==> src/rtl/adder_mon_pkg.sv <==
// Shared definitions for the approximate-adder error monitor.
//   DEF_*      default sum/counter/accumulator widths and window length
//   rpt_rec_t  one window report (samples, errors, max_ed, sum_ed) at default widths
//   sat_add    unsigned add that clips to an all-ones value of width w (w <= SAT_MAX_W)
package adder_mon_pkg;

  localparam int DEF_W      = 33;
  localparam int DEF_CNT_W  = 32;
  localparam int DEF_ACC_W  = 48;
  localparam int DEF_WINDOW = 1024;
  localparam int SAT_MAX_W  = 64;

  typedef struct packed {
    logic [DEF_CNT_W-1:0] samples;
    logic [DEF_CNT_W-1:0] errors;
    logic [DEF_W-1:0]     max_ed;
    logic [DEF_ACC_W-1:0] sum_ed;
  } rpt_rec_t;

  // Operands are zero-extended into a SAT_MAX_W container; the result is
  // clipped to 2^w - 1 once the true sum reaches 2^w.
  function automatic logic [SAT_MAX_W-1:0] sat_add(
    input logic [SAT_MAX_W-1:0] a,
    input logic [SAT_MAX_W-1:0] b,
    input int unsigned          w
  );
    logic [SAT_MAX_W:0] s;
    logic [SAT_MAX_W:0] lim;
    s   = {1'b0, a} + {1'b0, b};
    lim = (SAT_MAX_W+1)'(1) << w;
    if (s >= lim) return {SAT_MAX_W{1'b1}} >> (SAT_MAX_W - w);
    return s[SAT_MAX_W-1:0];
  endfunction

endpackage

==> src/rtl/adder_error_monitor_err_dist_stage.sv <==
// First pipeline stage of the error monitor: error distance |approx - exact|
// and a nonzero flag, registered together with a valid bit.
//   clk, rst, clear     clock, sync reset, sync flush (both empty the stage)
//   in_vld              a sample is accepted this cycle
//   approx_sum/exact_sum  operand sums (DATA_W bits, unsigned)
//   vld_p1/ed_p1/flag_p1  registered valid, error distance and ED != 0
module err_dist_stage #(
  parameter int DATA_W = 33
) (
  input  logic              clk,
  input  logic              rst,
  input  logic              clear,
  input  logic              in_vld,
  input  logic [DATA_W-1:0] approx_sum,
  input  logic [DATA_W-1:0] exact_sum,
  output logic              vld_p1,
  output logic [DATA_W-1:0] ed_p1,
  output logic              flag_p1
);

  logic signed [DATA_W:0] diff;
  logic [DATA_W-1:0]      ed;

  // One extra bit keeps the signed difference exact; its magnitude always
  // fits back into DATA_W bits.
  always_comb begin
    diff = $signed({1'b0, approx_sum}) - $signed({1'b0, exact_sum});
    ed   = diff[DATA_W] ? DATA_W'(-diff) : DATA_W'(diff);
  end

  // ---- stage p1 ----
  always_ff @(posedge clk) begin
    if (rst || clear) vld_p1 <= 1'b0;
    else              vld_p1 <= in_vld;
  end

  always_ff @(posedge clk) begin
    if (in_vld) begin
      ed_p1   <= ed;
      flag_p1 <= |ed;
    end
  end

endmodule

==> src/rtl/adder_error_monitor.sv <==
// Error monitor for the approximate adder under test. Each accepted sample
// yields ED = |approx - exact|; per WINDOW samples it reports sample count,
// mismatch count, max ED and saturating sum of ED over a valid/ready handshake.
//   clk, rst, clear          clock, sync active-high reset, sync flush
//   in_valid/in_ready        sample handshake (approx_sum, exact_sum)
//   rpt_valid/rpt_ready      report handshake
//   rpt_samples, rpt_errors  CNT_W counters of the closed window
//   rpt_max_ed, rpt_sum_ed   largest ED (W) and saturating ED sum (ACC_W)
module adder_error_monitor
  import adder_mon_pkg::*;
#(
  parameter int W      = DEF_W,
  parameter int CNT_W  = DEF_CNT_W,
  parameter int ACC_W  = DEF_ACC_W,
  parameter int WINDOW = DEF_WINDOW
) (
  input  logic             clk,
  input  logic             rst,
  input  logic             clear,
  input  logic             in_valid,
  output logic             in_ready,
  input  logic [W-1:0]     approx_sum,
  input  logic [W-1:0]     exact_sum,
  output logic             rpt_valid,
  input  logic             rpt_ready,
  output logic [CNT_W-1:0] rpt_samples,
  output logic [CNT_W-1:0] rpt_errors,
  output logic [W-1:0]     rpt_max_ed,
  output logic [ACC_W-1:0] rpt_sum_ed
);

  logic             accept;
  logic             vld_p1;
  logic [W-1:0]     ed_p1;
  logic             flag_p1;

  logic [CNT_W-1:0] cnt_p2, err_p2;
  logic [W-1:0]     max_p2;
  logic [ACC_W-1:0] sum_p2;

  logic [CNT_W-1:0] cnt_nxt, err_nxt;
  logic [W-1:0]     max_nxt;
  logic [ACC_W-1:0] sum_nxt;
  logic             close;

  // A pending, unaccepted report blocks new samples. At most the one sample
  // already in p1 can still land, and WINDOW >= 2 keeps it from closing a
  // second window before the first is taken.
  assign in_ready = !rst && (!rpt_valid || rpt_ready);
  assign accept   = in_valid && in_ready;

  err_dist_stage #(
    .DATA_W(W)
  ) u_s1 (
    .clk        (clk),
    .rst        (rst),
    .clear      (clear),
    .in_vld     (accept),
    .approx_sum (approx_sum),
    .exact_sum  (exact_sum),
    .vld_p1     (vld_p1),
    .ed_p1      (ed_p1),
    .flag_p1    (flag_p1)
  );

  always_comb begin
    cnt_nxt = cnt_p2 + CNT_W'(1);
    err_nxt = err_p2 + CNT_W'(flag_p1);
    max_nxt = (ed_p1 > max_p2) ? ed_p1 : max_p2;
    sum_nxt = ACC_W'(sat_add(SAT_MAX_W'(sum_p2), SAT_MAX_W'(ed_p1), ACC_W));
    close   = (cnt_nxt == CNT_W'(WINDOW));
  end

  // ---- stage p2: accumulate, close window, report handshake ----
  always_ff @(posedge clk) begin
    if (rst || clear) begin
      cnt_p2      <= '0;
      err_p2      <= '0;
      max_p2      <= '0;
      sum_p2      <= '0;
      rpt_valid   <= 1'b0;
      rpt_samples <= '0;
      rpt_errors  <= '0;
      rpt_max_ed  <= '0;
      rpt_sum_ed  <= '0;
    end else begin
      if (rpt_valid && rpt_ready) rpt_valid <= 1'b0;
      if (vld_p1) begin
        if (close) begin
          // Closing sample is included in the report; a report retiring on
          // this same edge is replaced, so rpt_valid stays high.
          rpt_samples <= cnt_nxt;
          rpt_errors  <= err_nxt;
          rpt_max_ed  <= max_nxt;
          rpt_sum_ed  <= sum_nxt;
          rpt_valid   <= 1'b1;
          cnt_p2      <= '0;
          err_p2      <= '0;
          max_p2      <= '0;
          sum_p2      <= '0;
        end else begin
          cnt_p2 <= cnt_nxt;
          err_p2 <= err_nxt;
          max_p2 <= max_nxt;
          sum_p2 <= sum_nxt;
        end
      end
    end
  end

endmodule

==> config.mk <==
export PLATFORM = sky130hd
export DESIGN_NAME = adder_error_monitor
export DESIGN_NICKNAME = d
export VERILOG_FILES = /design/src/rtl/adder_mon_pkg.sv /design/src/rtl/adder_error_monitor_err_dist_stage.sv /design/src/rtl/adder_error_monitor.sv
export SDC_FILE = /design/constraint.sdc
export NUM_CORES = 1
export LEC_CHECK = 0
export CAP_MARGIN = 20
export CORE_MARGIN = 8
export CORE_UTILIZATION = 60
export DETAILED_ROUTE_END_ITERATION = 6
export PLACE_DENSITY = 0.83
export SETUP_SLACK_MARGIN = 0.2
export SYNTH_ARGS = -nofsm -noshare
export SYNTH_HDL_FRONTEND = slang
export SYNTH_SLANG_ARGS = --single-unit
==> constraint.sdc <==
create_clock -name clk -period 11.7 [get_ports clk]
set_input_delay 2.34 -clock clk [delete_from_list [all_inputs] [get_ports clk]]
set_output_delay 2.34 -clock clk [all_outputs]
set_load 0.05 [all_outputs]
==> results of run 1 <==
-- cells by family after synthesis --
logic type	synth area share
compound gates	0.209
xor+xnor	0.0675
fa+ha+maj	0.0699
buf+inv	0.0509
flops	0.358
mux	0.0214
simple gates	0.224
-- synthesized netlist by cell type, types with 6 or more instances --
master and number:
o21ai_0 111, buf_1 8, edfxtp_1 34, inv_1 103
or3_1 15, nand2b_1 11, nor2b_1 12, nor4_1 15
buf_2 32, a21oi_1 160, nor3_1 78, a21o_1 71
a41oi_1 6, and3_1 80, a22o_1 11, a22oi_1 55
xor2_1 53, and2_1 14, o211ai_1 12, nand3b_1 29
a31oi_1 16, o21a_1 12, mux2i_1 41, xnor2_1 95
o31ai_1 11, and4_1 15, a211oi_1 69, nand3_1 70
nor3b_1 10, nand2_1 161, nor2_1 303, clkbuf_1 86
nand4_1 31, ha_1 104, dfxtp_1 292
-- metal layers --
layer  vias up  GRT usage  wire (um)
met4         0      0.112       1980
met3       149     0.0415       3430
met5         -          0          0
met2       724      0.459      25300
met1      8449      0.323      22200
li1       8699          -          -
-- stage by stage --
stage / power, uW / hold slack, ns / util / cells / worst slack [ns]
after floorplan: 1550 / 0.436 / - / 2341 / 5.57
after global placement: 1670 / 0.442 / 0.680 / 2844 / 4.64
after detailed placement: 1680 / 0.453 / 0.680 / 2844 / 4.54
after CTS: 2750 / 0.460 / 0.716 / 2904 / 5.08
after global routing: 2850 / 0.481 / 0.717 / 2907 / 4.67
final: 2740 / 0.457 / 0.717 / 2907 / 4.97
-- how the worst max path moves through the flow --
stage                  start           end  cells after the start
2_1_floorplan  approx_sum[0]  u_s1.flag_p1                     17
3_3_place_gp    exact_sum[6]  u_s1.flag_p1                     15
3_5_place_dp    exact_sum[6]  u_s1.flag_p1                     15
4_1_cts         exact_sum[6]  u_s1.flag_p1                     15
5_1_grt         exact_sum[0]  u_s1.flag_p1                     16
6_report        exact_sum[0]  u_s1.flag_p1                     16
-- state kept, by name, indices dropped and copies added (netlist names) --
register and flops:
rpt_sum_ed 48, sum_p2 48, max_p2 33, rpt_max_ed 33, u_s1.ed_p1 33, cnt_p2 32
err_p2 32, rpt_errors 32, rpt_samples 32, rpt_valid 1, u_s1.flag_p1 1, u_s1.vld_p1 1
-- final cells by class --
| type | instances | area (um2) |
|---|---|---|
| fill | 2468 | 8930 |
| timing repair buffer | 239 | 2360 |
| multi-input combinational | 1776 | 11400 |
| inverter | 104 | 390 |
| sequential | 326 | 6870 |
| tap | 402 | 503 |
| clock buffer | 43 | 937 |
| clock inverter | 17 | 171 |
-- critical path: cells and delay by family --
kind	cells	cell delay [ns]
AOI/OAI and AO/OA	4	1.34
and+or+nand+nor	7	1.82
adders and majority gates	2	0.58
xor gates and xnor gates	1	0.38
buffers and inverters	2	0.52
-- power by group through the flow --
stage               clock, uW  sequential [uW]  combinational [uW]
floorplan                   0             1200                 359
global placement            0             1200                 467
detailed placement          0             1210                 479
CTS                      1080             1180                 482
global route             1130             1180                 538
finish                   1070             1180                 492
==> run metrics, run 1 <==
status complete, no violations; Post-Synthesis Cell Area 0.0192 mm2; Antenna Cells 0; setup violators final 0; most frequent cells in the layout nor2_1, dfxtp_1, clkdlybuf4s50_1; Fmax approximately 0.15 GHz; final hold vios 0; TritonCTS Buffers 34; CTS Sinks roughly 330; vias per cell between 6 and 7; antenna violations before repair 0; final wirelength 52900 um; Die Ht 195 um; Synth Register Bits approximately 330; All-Layer GR Usage 0.265; async set-or-reset flop fraction in the synthesized netlist 0; Yosys top cell area share 0.304; Reg2Reg Launch Point cnt_p2[6]; Clk pwr share 0.390; Final min period 6.73 ns; crit path cell chain clkdlybuf4s50_1, ha_1, inv_1, fa_1, a211oi_1, nor2_1, xnor2_1, nand3b_1, nand2b_1, o21ai_0, nand2_1, a2111oi_2, o2111ai_1, or4_1, nor4b_2, nand4b_1; PostCTS Resize Cnt 0; hold path endpoint rpt_samples[1]; largest net degree at the start of global routing 97; hold depth 2; CTS tree done; Rows 65; Detailed Routing Iterations Pass 1 6; Avg Inst Size Synth 8.20 um2; CP max stage cell or4_1; RR Endpoint rpt_max_ed[8]; crit path launch type input port; Worst-Margin Slew 1.03 ns; # DRC 0; Max clock buf depth 3; Reg power frac 0.431; setup TNS 0 ns; worst skew pair latency roughly 0.52 ns; PwrDens 121 mW/mm2; layout cell share with drive strength beyond 1 0.0447; dpl hpwl 38700 um; Synth area leaders dfxtp_1, ha_1, nor2_1, edfxtp_1, xnor2_1; P&R area growth vs syn 17.8%; Warnings, synthesis 0; Core ar. 0.0316 mm2; vias in the first global route 17300; ANT nets after route 0; Max transition margin 0.311; IO Port Bufs around 220; Critical Path AT 6.97 ns; worst-path fanout max 7; hold buffers post-CTS 0; Post-synth EDFFs 34; Gate Count Post-Synth 2341; Hold Startpoint rpt_samples[1]; Comb power frac 0.179; Mapped Nets 2518; HP Class register to register; Max Transition Viols Final 0; sequential element share of the synthesized area 0.358; H-tree Lvls 2; Crit path largest cell delay 0.60 ns; worst vdd ir 0.0000956 V; routed len/inst around 18 um; leakage 0.00850 uW; initial DRC count 1463; R2R depth 13; Internal Power 1970 uW; Initial Utilization 0.609; crit end category register; Post-CTS Setup Inserts 0; first-pass GRT wire length 86100 um; area of the die 0.0380 mm2; post-synth top area cell dfxtp_1; Synth cell types 92; DP Area 0.0215 mm2; DIE WIDTH 195 um; Worst EP required 11.95 ns; RSZ-0062 raised after global routing false; Reg clk slew, reported paths 0.06 ns; Setup CP Type input port to register; via count approximately 18000; Sw Share 0.282; Max Cap Viol 0; routability cong. between 0.9 and 1; grt ovf 0; # IOs 218; Synth Flop Type dfxtp_1; Worst Skew 0.0203 ns; root buffer cell clkbuf_16; NumNets Final 2658; commonest non-fill, non-tap cell in the layout nor2_1; Tcrit/Tclk final 0.575; design area 0.0226 mm2; P_sw 772 uW; worst reg2reg setup slack about 6.2 ns
No activity file was read; power rests on OpenSTA's default activity.
==> inputs of run 2 (changes only) <==
- CORE_UTILIZATION: 60 -> 57
- PLACE_DENSITY: 0.83 -> 0.8
- clock period: 11.7 -> 6.8 ns (I/O delays scaled with it)
==> run 2 against run 1 <==
Effect of this change:
- the flow now finishes with violations (DRC)
- cell area grew 0.19%
- sequential share of layout area shrank 0.057 points
- register-to-register slack lost 4.4 ns
- flip-flop and latch count is the same
- worst hold slack gained 0.0026 ns
- count of clock-buffer cells in the layout grew 6
- largest cell class unchanged
- clock skew shrank 0.0029 ns
- cell count grew 1.4%
- clock power grew 67%
- core utilization shrank 3.8 points
- largest power group unchanged
==> run metrics, run 2 (synthesized netlist as in run 1, its figures left out) <==
status finished with violations (was complete, no violations); failing checks DRC; DIE WIDTH 200 um (was 195 um); Worst path top cell family by delay compound AO/OA/AOI/OAI gates (was simple AND/OR/NAND/NOR gates); Reg clk slew, reported paths 0.06 ns (about the same); worst reg2reg setup slack 1.77 ns (was 6.16 ns); worst vdd ir 0.000152 V (was 0.0000956 V); initial DRC count 1477 (was 1463); first-pass GRT wire length 84800 um (was 86100 um); ANT nets after route 0 (unchanged); grt ovf 0 (unchanged); Critical Path Stages 14 (was 16); Fmax 0.173 GHz; most frequent cells in the layout nor2_1, dfxtp_1, clkdlybuf4s50_1 (unchanged); Max Cap Viol 0 (unchanged); R2R depth 16 (was 13); crit path launch type input port (unchanged); final cell count without fillers 2949 (was 2907); Layout fillers 2768 (was 2468); antenna violations before repair 0 (unchanged); HP Class register to register (unchanged); PostCTS Resize Cnt 0 (unchanged); Top Registers rpt_sum_ed: 48 flops, sum_p2: 48 flops (unchanged); routability cong. 0.941 (was 0.992); crit end category register (unchanged); Top Metal Used met4 (unchanged); CP max stage cell a31oi_2 (was or4_1); Tcrit/Tclk final 0.852; Placed Cells 2892 (was 2844); Setup CP Type input port to register (unchanged); final hold vios 0 (unchanged); Power Total 4670 uW (was 2740 uW); via count 17700 (was 18000); area of the die 0.0398 mm2 (was 0.0380 mm2); Worst-Margin Slew 1.00 ns (was 1.03 ns); All-Layer GR Usage 0.254 (was 0.265); Max clock buf depth 3 (unchanged); root buffer cell clkbuf_16 (unchanged); leakage 0.00849 uW (was 0.00850 uW); Max transition margin 0.320 (was 0.311); NumNets Final 2657 (was 2658); worst setup path endpoint u_s1.flag_p1 (unchanged); Reg area 0.00687 mm2 (unchanged); CTS Sinks 326 (unchanged); RR Endpoint sum_p2[10] (was rpt_max_ed[8]); H-tree Lvls 1 (was 2); Detailed Routing Iterations Pass 1 7 (was 6); # DRC 1 (was 0); Die Ht 200 um (was 195 um); Initial Utilization 0.576 (was 0.609); # IOs 218 (unchanged); P&R area growth vs syn 18.0% (was 17.8%); dpl hpwl 38500 um (was 38700 um); Max Transition Viols Final 0 (unchanged); met2 wire length 25200 um (was 25300 um); worst skew pair latency 0.56 ns (was 0.52 ns); Final min period 5.79 ns; layout cell share with drive strength beyond 1 0.0436 (was 0.0447); Post-CTS Setup Inserts 0 (unchanged); Core ar. 0.0334 mm2 (was 0.0316 mm2); CTS tree done (unchanged); worst path bufs/invs 2 (unchanged); worst-path fanout max 16 (was 7); Hold WS 0.460 ns (was 0.457 ns); setup violators final 0 (unchanged); commonest non-fill, non-tap cell in the layout nor2_1 (unchanged); crit path cell chain clkdlybuf4s50_1, inv_1, ha_1, a21o_1, a211o_1, or3_4, o21ba_1, a31oi_2, a32oi_1, a2111oi_2, o2111ai_1, or4_1, nor4b_2, nand4b_1 (was clkdlybuf4s50_1, ha_1, inv_1, fa_1, a211oi_1, nor2_1, xnor2_1, nand3b_1, nand2b_1, o21ai_0, nand2_1, a2111oi_2, o2111ai_1, or4_1, nor4b_2, nand4b_1); vias in the first global route 17000 (was 17300); setup TNS 0 ns (unchanged); TritonCTS Buffers 31 (was 34); hold buffers post-CTS 0 (unchanged); PwrDens 206 mW/mm2 (was 121 mW/mm2); IO Port Bufs 217 (unchanged); Metal-1 WL 22400 um (was 22200 um); met3 wire len 3100 um (was 3430 um); largest net degree at the start of global routing 112 (was 97); routed len/inst 17.7 um (was 18.2 um); Crit path largest cell delay 0.65 ns (was 0.60 ns); area of the multi-input gates 0.0114 mm2 (unchanged); RSZ-0062 raised after global routing false (unchanged); vias per cell 6.00 (was 6.20); Critical Path AT 6.09 ns (was 6.97 ns); crit path launch exact_sum[6] (was exact_sum[0]); final wirelength 52300 um (was 52900 um); Rows 67 (was 65); Reg2Reg Launch Point u_s1.ed_p1[0] (was cnt_p2[6]); Worst Skew 0.0174 ns (was 0.0203 ns); Antenna Cells 0 (unchanged); Worst EP required 7.10 ns (was 11.95 ns)
run 2: worst register-to-register path, stage by stage (launching register included):
cell       delay (ns)
edfxtp_1         0.42
ha_1             0.22
inv_1            0.06
fa_1             0.38
nor2b_1          0.15
o21ai_0          0.12
a21boi_0         0.23
o21ai_0          0.17
a2111oi_0        0.91
o2111ai_1        0.37
nand4_1          0.30
a41o_1           0.32
nand3_1          0.46
buf_4            0.42
o21ai_0          0.19
a22oi_1          0.12
nor2_1           0.11
run 2: layout make-up:
type / count / area share
multi-input cells: 1776 / 0.503
flip-flops and latches: 326 / 0.303
repair buffers: 241 / 0.106
clock buffers: 49 / 0.0421
well taps: 448 / 0.0247
inverters: 104 / 0.0172
clock inverters: 5 / 0.00464
run 2: worst min path at each step:
stage,startpoint,endpoint,slack (ns),depth (start not counted)
2_1_floorplan,err_p2[0],err_p2[0],0.44,2
3_3_place_gp,err_p2[0],err_p2[0],0.44,2
3_5_place_dp,err_p2[0],err_p2[0],0.45,2
4_1_cts,err_p2[0],err_p2[0],0.46,2
5_1_grt,err_p2[0],err_p2[0],0.48,2
6_report,err_p2[0],err_p2[0],0.46,2
run 2: power breakdown:
group          internal [uW]  total (uW)  switching, uW
Sequential              1990        2030           41.6
Clock                   1070        1790            722
Combinational            334         843            508
run 2: per-layer routing:
layer  track usage  up-vias
li1              -     8699
met1         0.315     8276
met2         0.450      593
met3        0.0285      116
met4        0.0875        0
met5             0        -
run 2: per-stage QoR:
step / cell area (um2) / setup WS (ns) / util
after global routing: 22700 / 0.723 / 0.679
after CTS: 22600 / 1.08 / 0.678
after global placement: 21600 / 0.612 / 0.646
after floorplan: 19200 / 1.65 / -
final: 22700 / 1.01 / 0.679
after detailed placement: 21600 / 0.517 / 0.646
